==> src/rtl/freq_meter_pkg.sv <==
// -----------------------------------------------------------------------------
// freq_meter_pkg
// Shared definitions for the frequency meter:
//   - state_e       : FSM state encoding (IDLE / GATE / LATCH)
//   - result_t      : scaled measurement result with saturation flag
//   - DEF_MAIN_CLOCK: default clk_in frequency in Hz
//   - DEF_GATE_DIV  : default gate divider (gate time = 1/GATE_DIV s)
//   - CNT_MAX       : saturation value of the 32-bit counters and result
//   - scale_result(): edge count -> Hz conversion with saturation
// -----------------------------------------------------------------------------
package freq_meter_pkg;

    localparam longint      DEF_MAIN_CLOCK = 50_000_000;
    localparam longint      DEF_GATE_DIV   = 1;
    localparam logic [31:0] CNT_MAX        = 32'hFFFF_FFFF;

    typedef enum logic [1:0] {
        IDLE  = 2'd0,
        GATE  = 2'd1,
        LATCH = 2'd2
    } state_e;

    typedef struct packed {
        logic        ovf;
        logic [31:0] value;
    } result_t;

    // Scales an edge count by the gate divider at full 64-bit precision and
    // saturates to CNT_MAX when the product does not fit or when the edge
    // counter itself already saturated during the window.
    function automatic result_t scale_result(
        input logic [31:0] count,
        input logic [63:0] div,
        input logic        sticky
    );
        logic [63:0] product;
        result_t     res;
        product = 64'(count) * div;
        if (sticky || (product > 64'(CNT_MAX))) begin
            res.ovf   = 1'b1;
            res.value = CNT_MAX;
        end else begin
            res.ovf   = 1'b0;
            res.value = product[31:0];
        end
        return res;
    endfunction

endpackage

==> src/rtl/freq_meter_sync_edge_detect.sv <==
// -----------------------------------------------------------------------------
// sync_edge_detect
// Brings an asynchronous signal into the clk_in domain through a 2-flop
// synchronizer and flags its rising edges with a one-cycle pulse. A third
// flop holds the previous synchronized value. A rising edge on async_in is
// reported as rise_pulse on the third clk_in edge after it is first sampled.
//
// Ports:
//   clk_in     in   clock
//   rst        in   synchronous, active-low reset
//   async_in   in   asynchronous input
//   rise_pulse out  one-cycle pulse per synchronized rising edge
// -----------------------------------------------------------------------------
module sync_edge_detect (
    input  logic clk_in,
    input  logic rst,
    input  logic async_in,
    output logic rise_pulse
);

    logic sync1_q;
    logic sync2_q;
    logic prev_q;

    // NOTE: reset is sampled only on a clock edge (synchronous); rst is not
    // in the sensitivity list, so asserting it between edges does nothing.
    always_ff @(posedge clk_in) begin
        if (!rst) begin
            sync1_q <= 1'b0;
            sync2_q <= 1'b0;
            prev_q  <= 1'b0;
        end else begin
            // NOTE: non-blocking assignments make each flop take the value its
            // predecessor held before the edge, forming a real shift chain.
            sync1_q <= async_in;
            sync2_q <= sync1_q;
            prev_q  <= sync2_q;
        end
    end

    assign rise_pulse = sync2_q & ~prev_q;

endmodule

==> src/rtl/freq_meter.sv <==
// -----------------------------------------------------------------------------
// freq_meter
// Counts rising edges of sig_in during a gate window of MAIN_CLOCK/GATE_DIV
// clk_in cycles and reports the frequency in Hz (edge count * GATE_DIV).
// Windows run once per start pulse, or back-to-back while continuous is high,
// with one dead cycle (LATCH) between consecutive windows.
//
// Parameters:
//   MAIN_CLOCK  clk_in frequency in Hz
//   GATE_DIV    gate time = 1/GATE_DIV s; must divide MAIN_CLOCK and leave
//               a gate of at least 2 cycles
//
// Ports:
//   clk_in      in   system clock
//   rst         in   synchronous, active-low reset
//   sig_in      in   signal under measurement (asynchronous)
//   start       in   single-shot request; ignored while busy
//   continuous  in   repeat windows back-to-back while high
//   freq_out    out  last result in Hz, held until the next result
//   valid       out  one-cycle pulse, high while a new result is presented
//   busy        out  high in GATE and LATCH
//   overflow    out  result saturated; updates together with freq_out
//
// Timing: the result of a window is registered on the edge that leaves the
// last gate cycle, so freq_out/overflow change in the same cycle valid is
// high (the LATCH cycle).
// -----------------------------------------------------------------------------
module freq_meter
    import freq_meter_pkg::*;
#(
    parameter longint MAIN_CLOCK = DEF_MAIN_CLOCK,
    parameter longint GATE_DIV   = DEF_GATE_DIV
) (
    input  logic        clk_in,
    input  logic        rst,
    input  logic        sig_in,
    input  logic        start,
    input  logic        continuous,
    output logic [31:0] freq_out,
    output logic        valid,
    output logic        busy,
    output logic        overflow
);

    localparam longint      GATE_CYCLES = MAIN_CLOCK / GATE_DIV;
    localparam logic [31:0] GATE_LAST   = 32'(GATE_CYCLES - 1);
    localparam logic [63:0] GATE_DIV_W  = 64'(GATE_DIV);

    // Reject parameter sets that cannot produce an exact, countable window.
    if ((GATE_DIV < 1) || (GATE_DIV > 64'sh0_FFFF_FFFF) ||
        ((MAIN_CLOCK % GATE_DIV) != 0) ||
        (GATE_CYCLES < 2) || (GATE_CYCLES > 64'sh1_0000_0000)) begin : g_bad_params
        $error("freq_meter: GATE_DIV must divide MAIN_CLOCK with 2..2^32 gate cycles");
    end

    // ------------------------------------------------------------------
    // Input synchronization and edge detection
    // ------------------------------------------------------------------
    logic rise_pulse;

    sync_edge_detect u_sync_edge_detect (
        .clk_in     (clk_in),
        .rst        (rst),
        .async_in   (sig_in),
        .rise_pulse (rise_pulse)
    );

    // ------------------------------------------------------------------
    // State and datapath registers
    // ------------------------------------------------------------------
    state_e      state_q,    state_d;
    logic [31:0] gate_cnt_q, gate_cnt_d;
    logic [31:0] edge_cnt_q, edge_cnt_d;
    logic        sticky_q,   sticky_d;
    logic [31:0] freq_q,     freq_d;
    logic        ovf_q,      ovf_d;
    logic        valid_q,    valid_d;

    always_ff @(posedge clk_in) begin
        if (!rst) begin
            state_q    <= IDLE;
            gate_cnt_q <= '0;
            edge_cnt_q <= '0;
            sticky_q   <= 1'b0;
            freq_q     <= '0;
            ovf_q      <= 1'b0;
            valid_q    <= 1'b0;
        end else begin
            state_q    <= state_d;
            gate_cnt_q <= gate_cnt_d;
            edge_cnt_q <= edge_cnt_d;
            sticky_q   <= sticky_d;
            freq_q     <= freq_d;
            ovf_q      <= ovf_d;
            valid_q    <= valid_d;
        end
    end

    // ------------------------------------------------------------------
    // Saturating edge counter increment. The incremented value is also
    // the one scaled on the last gate cycle, so an edge landing in that
    // cycle is part of the result.
    // ------------------------------------------------------------------
    logic [31:0] edge_inc;
    logic        sticky_inc;
    result_t     window_res;

    always_comb begin
        // NOTE: every variable gets a default before any branch so that no
        // path leaves it unassigned; that is what keeps latches out.
        edge_inc   = edge_cnt_q;
        sticky_inc = sticky_q;
        if (rise_pulse) begin
            if (edge_cnt_q == CNT_MAX) begin
                sticky_inc = 1'b1;
            end else begin
                edge_inc = edge_cnt_q + 32'd1;
            end
        end
    end

    assign window_res = scale_result(edge_inc, GATE_DIV_W, sticky_inc);

    // ------------------------------------------------------------------
    // Next-state logic
    // ------------------------------------------------------------------
    always_comb begin
        state_d    = state_q;
        gate_cnt_d = gate_cnt_q;
        edge_cnt_d = edge_cnt_q;
        sticky_d   = sticky_q;
        freq_d     = freq_q;
        ovf_d      = ovf_q;
        valid_d    = 1'b0;

        unique case (state_q)
            IDLE: begin
                // Counters are held at zero outside GATE, which both
                // discards stray edges and clears them for the next window.
                gate_cnt_d = '0;
                edge_cnt_d = '0;
                sticky_d   = 1'b0;
                if (start || continuous) begin
                    state_d = GATE;
                end
            end

            GATE: begin
                edge_cnt_d = edge_inc;
                sticky_d   = sticky_inc;
                if (gate_cnt_q == GATE_LAST) begin
                    state_d = LATCH;
                    freq_d  = window_res.value;
                    ovf_d   = window_res.ovf;
                    valid_d = 1'b1;
                end else begin
                    gate_cnt_d = gate_cnt_q + 32'd1;
                end
            end

            LATCH: begin
                gate_cnt_d = '0;
                edge_cnt_d = '0;
                sticky_d   = 1'b0;
                state_d    = continuous ? GATE : IDLE;
            end

            default: begin
                state_d    = IDLE;
                gate_cnt_d = '0;
                edge_cnt_d = '0;
                sticky_d   = 1'b0;
            end
        endcase
    end

    // ------------------------------------------------------------------
    // Outputs
    // ------------------------------------------------------------------
    assign freq_out = freq_q;
    assign overflow = ovf_q;
    assign valid    = valid_q;
    assign busy     = (state_q != IDLE);

endmodule

==> config.mk <==
export PLATFORM = sky130hd
export DESIGN_NAME = freq_meter
export DESIGN_NICKNAME = d
export VERILOG_FILES = /design/src/rtl/freq_meter_pkg.sv /design/src/rtl/freq_meter_sync_edge_detect.sv /design/src/rtl/freq_meter.sv
export SDC_FILE = /design/constraint.sdc
export NUM_CORES = 1
export LEC_CHECK = 0
export CORE_MARGIN = 3
export CORE_UTILIZATION = 57
export DETAILED_ROUTE_END_ITERATION = 7
export GPL_ROUTABILITY_DRIVEN = 0
export PLACE_DENSITY = 0.79
export REMOVE_ABC_BUFFERS = 1
export SYNTH_ARGS = -nofsm -noshare
export SYNTH_HDL_FRONTEND = slang
export SYNTH_HIERARCHICAL = 1
export SYNTH_SLANG_ARGS = --single-unit
==> constraint.sdc <==
create_clock -name clk_in -period 2.9 [get_ports clk_in]
set_input_delay 0.58 -clock clk_in [delete_from_list [all_inputs] [get_ports clk_in]]
set_output_delay 0.58 -clock clk_in [all_outputs]
set_load 0.02 [all_outputs]
# --- Word-level counts from Yosys, hierarchy flattened ---
# Index checks and enable logic that the tools add are counted.
op_classes:
  reduce_logical: 7
  n_eq_ne: 6
  order_cmp: 1
  n_bitwise: 2
  mux: 10
  n_addsub: 2
ops:
  columns: ["op", "count"]
  rows:
  - ["adder 32 x 1 -> 32 bit, second input constant", 2]
  - ["2-to-1 mux 32 bit", 2]
  - ["2-to-1 mux 33 bit", 1]
  - ["== test 32 x 26 -> 1 bit, second input constant", 1]
  - ["== test 32 bit, second input constant", 1]
  - ["greater-than comparator 32 bit, second input constant", 1]
  - ["case mux 2 bit (3 select lines)", 1]
  - ["AND reduction 2 bit", 3]
  - ["2-to-1 mux 1 bit", 4]
  - ["2-to-1 mux 2 bit", 2]
  - ["inequality test 2 bit, second input constant", 2]
  - ["== test 2 x 1 -> 1 bit, second input constant", 1]
  - ["== test 2 bit, second input constant", 1]
  - ["logical NOT 2 bit", 1]
  - ["logical OR 1 bit", 2]
  - ["nonzero test 2 bit", 1]
  - ["bitwise AND 1 bit", 1]
  - ["inverter 1 bit", 1]
word_totals:
  inputBits: 5
  output_inout_bits: 35
  reg_bits: 104
  word_cells: 38

# --- Longest topological paths before layout ---
depth:
  ltp_word: 6
  ltp_mapped: 8
  ltp_nobuf: 7

# --- By module ---
# The synthesis kept the hierarchy.
modules_own_cells:
  columns: ["module", "n_inst", "area_per_inst_um2", "cells_per_inst", "seq_area_each_um2"]
  rows:
  - ["freq_meter", 1, 4290.4, 488, 2021.9]
  - ["sync_edge_detect", 1, 92.6, 7, 60.1]

# --- Least setup slack after synthesis ---
# Ideal clock, no wire load.
synth_timing:
  path_kind: "reg-to-reg"
  start: "register gate_cnt_q[0]"
  end: "register gate_cnt_q[26]"
  t_arrival_ns: 2.249
  path_stages_with_launch: 8
  n_path_buf: 1
  synth_period_minus_slack_ns: 2.320
  setup_ns: 0.071
  setup_slack_ns: 0.580
  required_time_ns: 2.829
  path_cell_list: "dfxtp_1 -> ha_1 -> nand3_1 -> or4_1 -> or3b_1 -> clkbuf_1 -> or3_1 -> a21oi_1"
synth_via:
  elab_chain_cells: 1
  word_cells_on_any_way: 2
  cone_classes: "add/sub: 1; eq/ne: 1"
synth_rtl:
  columns: ["item", "line_no", "source"]
  rows:
  - ["start, declared", "freq_meter.sv:72", "logic [31:0] gate_cnt_q, gate_cnt_d;"]
  - ["start signal, assigned", "freq_meter.sv:90", "gate_cnt_q <= gate_cnt_d;"]
  - ["adder 32 x 1 -> 32 bit / == test 32 x 26 -> 1 bit (equally long branches)", "freq_meter.sv:157, freq_meter.sv:151", null]
# Several ways; a longest one is shown, not always the timed one.
# A chain may end at the register's enable or synchronous reset.

# --- Worst setup path in the final report ---
layout_timing:
  start: "register gate_cnt_q[0]"
  end: "register gate_cnt_q[30]"
# Same word-level chain as after synthesis.

==> summary.md <==
| Metric | Value |
|---|---|
| Number of max-cap violations | `0` |
| Slew Viols, Final | `0` |
| Status | `finished clean` |
| CP endpoint kind | `flip-flop` |
| Worst-skew pair later-pin latency | `0.36 ns` |
| Multi-input combinational cell area | `2160 µm²` |
| Setup CP Type | `reg -> reg` |
| Number of port buffers | `39` |
| Most frequent cells in the layout | `104 x dfxtp_1, 69 x nor2_1, 40 x o21ai_0` |
| Routed wire length | `8900 µm` |
| Delay-heaviest family, CP | `simple AND/OR/NAND/NOR gates` |
| GR peak layer | `met2` |
| CTS tree | `yes` |
| Clock root buffer | `clkbuf_8` |
| Synth Cell Area | `4380 µm²` |
| Hold crit path type | `reg -> reg` |
| Sw Share | `0.232` |
| Area grow syn2layout | `15.0%` |
| Post-CTS Setup Inserts | `0` |
| CTS Buf Count | `9` |
| Post-CTS sizing | `0` |
| Met1 Resource Use GR | `0.266` |
| Half-perimeter wire length after detailed placement | `6200 µm` |
| Max Root-Sink Buffers | `2` |
| Placed Cells | `620` |
| Hold Slack | `0.453 ns` |
| Period utilization | `0.865` |
| Switching power | `0.535 mW` |
| Clock Pin Slew Worst Setup and Hold Paths | `0.10 ns` |
| Pwr dens | `459 nW/µm²` |
| Number of cell rows | `31` |
| Grt met2 use | `0.365` |
| I/O pin cnt | `40` |
| Cells along the critical path | `ha_1, nand3_1, or4_1, or3b_1, or3_1, a21oi_1` |
| Mean post-synth cell area | `8.85 µm²` |
| Routed vias | `3582` |
| Distinct cells, synth | `45` |
| Peak VDD IR | `0.000334 V` |
| Clock skew | `0.0107 ns` |
| Post-synth EDFFs | `0` |
| WP data arrival | `2.80 ns` |
| Clk sinks | `104` |
| First-pass DRT Iterations | `4` |
| Asr flop ratio synth | `0` |
| Placement Cell Area | `4860 µm²` |
| Startpoint types | `flip-flop` |
| CP max stage delay | `0.67 ns` |
| Slew HR | `0.565` |
| WP data required | `3.19 ns` |
| Share of cells above drive strength 1 | `0.0875` |
| Setup repair after global routing missed its margin | `false` |
| Initial antenna violation count | `0` |
| Seq pwr share | `0.621` |
| Main flop type after synthesis | `dfxtp_1` |
| Synth warn | `6` |
| Fin area | `5040 µm²` |
| CTS H-tree lvls | `3` |
| Fmax | `399 MHz` |
| Mapped Cells | `495` |
| Final Setup Violations | `0` |
| Tmin final | `2.51 ns` |
| Sequential Area | `2080 µm²` |
| GRT overflow | `0` |
| ANT cells | `0` |
| Reg2Reg Setup Slack | `0.39 ns` |
| Die X | `93.7 µm` |
| Number of vias per cell | `5.63` |
| # fillers | `619` |
| Core box area | `7370 µm²` |
| Post-DR wirelength/cell | `14.0 µm` |
| Setup WS pre-CTS | `0.424 ns` |
| CP max-delay cell | `or4_1` |
| Starting Density | `0.595` |
| Global router's overall resource usage | `0.217` |
| First-pass GRT wire length | `15500 µm` |
| Number of synthesized register bits | `104` |
| Part of the power in combinational logic | `0.022` |
| Die Y | `93.7 µm` |
| P_int | `1.78 mW` |
| Final #Nets | `539` |
| Seq/Total Area, Yosys | `0.475` |
| Leak | `1.71 nW` |
| Crit-path max FO | `6` |
| Crit path buf inv count | `0` |
| Hold_buf cts | `0` |
| Final std cells w/o fill | `636` |
| Die area | `8780 µm²` |
| Largest net degree at the start of global routing | `40` |
| Finished Core Util | `0.684` |
| Final Hold Fails | `0` |
| Post-route DRC violation count | `0` |
| Vias in the first global route | `3544` |
| Worst setup margin | `0.392 ns` |
| Measured slew at the worst slew-check pin | `0.647 ns` |
| Total power | `2.31 mW` |
| Final TNS setup | `0 ns` |
| Commonest non-fill, non-tap cell in the layout | `dfxtp_1` |
| Final ANT Viol Nets | `0` |
| GR Util met3 | `0.0481` |
| Clock power frac | `0.357` |
| Initial DRC Count | `121` |
==> metal layers <==
metal  part of all wire  vias up
met3              0.035       10
li1                   -     1806
met4              0.013        0
met2               0.51       61
met1               0.45     1705
met5                  0        -
==> power by group through the flow <==
stage / combinational [mW] / clock (mW) / sequential [mW]
3_3_place_gp: 0.0504 / 0 / 1.47
2_1_floorplan: 0.0248 / 0 / 1.47
3_5_place_dp: 0.0514 / 0 / 1.47
6_report: 0.0513 / 0.824 / 1.43
4_1_cts: 0.0517 / 0.856 / 1.44
5_1_grt: 0.0571 / 0.914 / 1.44
==> area by class of cell <==
class                           count  area share
Sequential cell                   104       0.413
Multi-Input combinational cell    362       0.429
Timing Repair Buffer               49      0.0924
Clock inverter                      6      0.0107
Tap cell                           99      0.0246
Clock buffer                       10      0.0253
Inverter                            6     0.00447
==> registers in the layout (all words and copies together), names as in the netlist, 2 cells and up <==
signal      flops
state_q         2
edge_cnt_q     32
gate_cnt_q     32
freq_out       32
==> final timing paths <==
check / from / endpoint / depth (start not counted)
setup / recovery: gate_cnt_q[0]$_SDFFE_PN0N_ / gate_cnt_q[30]$_SDFFE_PN0N_ / 6
hold / removal: u_sync_edge_detect/sync1_q$_SDFF_PN0_ / u_sync_edge_detect/sync2_q$_SDFF_PN0_ / 1
setup reg to reg: gate_cnt_q[0]$_SDFFE_PN0N_ / gate_cnt_q[30]$_SDFFE_PN0N_ / 6
hold reg to reg: u_sync_edge_detect/sync1_q$_SDFF_PN0_ / u_sync_edge_detect/sync2_q$_SDFF_PN0_ / 1
==> cell usage after synthesis (2+ instances only) <==
cell	number	area share
a21oi_1	29	0.033
a21oi_2	12	0.024
a31oi_1	3	0.0043
and2_1	7	0.010
and3_1	17	0.024
and4_1	10	0.020
buf_2	4	0.0046
buf_6	3	0.0077
clkbuf_1	14	0.012
dfxtp_1	104	0.48
ha_1	2	0.0057
inv_1	6	0.0051
mux2i_1	2	0.0046
nand2_1	22	0.019
nand3_1	32	0.037
nand3b_1	2	0.0034
nand4_1	21	0.030
nor2_1	69	0.059
nor2b_1	3	0.0043
nor3_1	7	0.0080
nor3b_1	2	0.0034
nor4_1	5	0.0071
o21ai_0	40	0.046
o21ai_1	2	0.0023
or2_2	2	0.0029
or3_1	8	0.011
or4_1	2	0.0034
xnor2_1	10	0.020
xor2_1	39	0.078
==> cell families (layout without fill, tap and decap cells) <==
group,after synthesis,count (layout),synth area share
xor gates and xnor gates,49,49,0.0979
buffers and inverters,29,71,0.0320
DFF,104,104,0.475
adders and majority gates,2,2,0.00571
AOI/OAI and AO/OA,90,90,0.117
muxes,3,3,0.00714
and+or+nand+nor,218,218,0.265
Note: power is estimated with default switching activity, not from simulation.
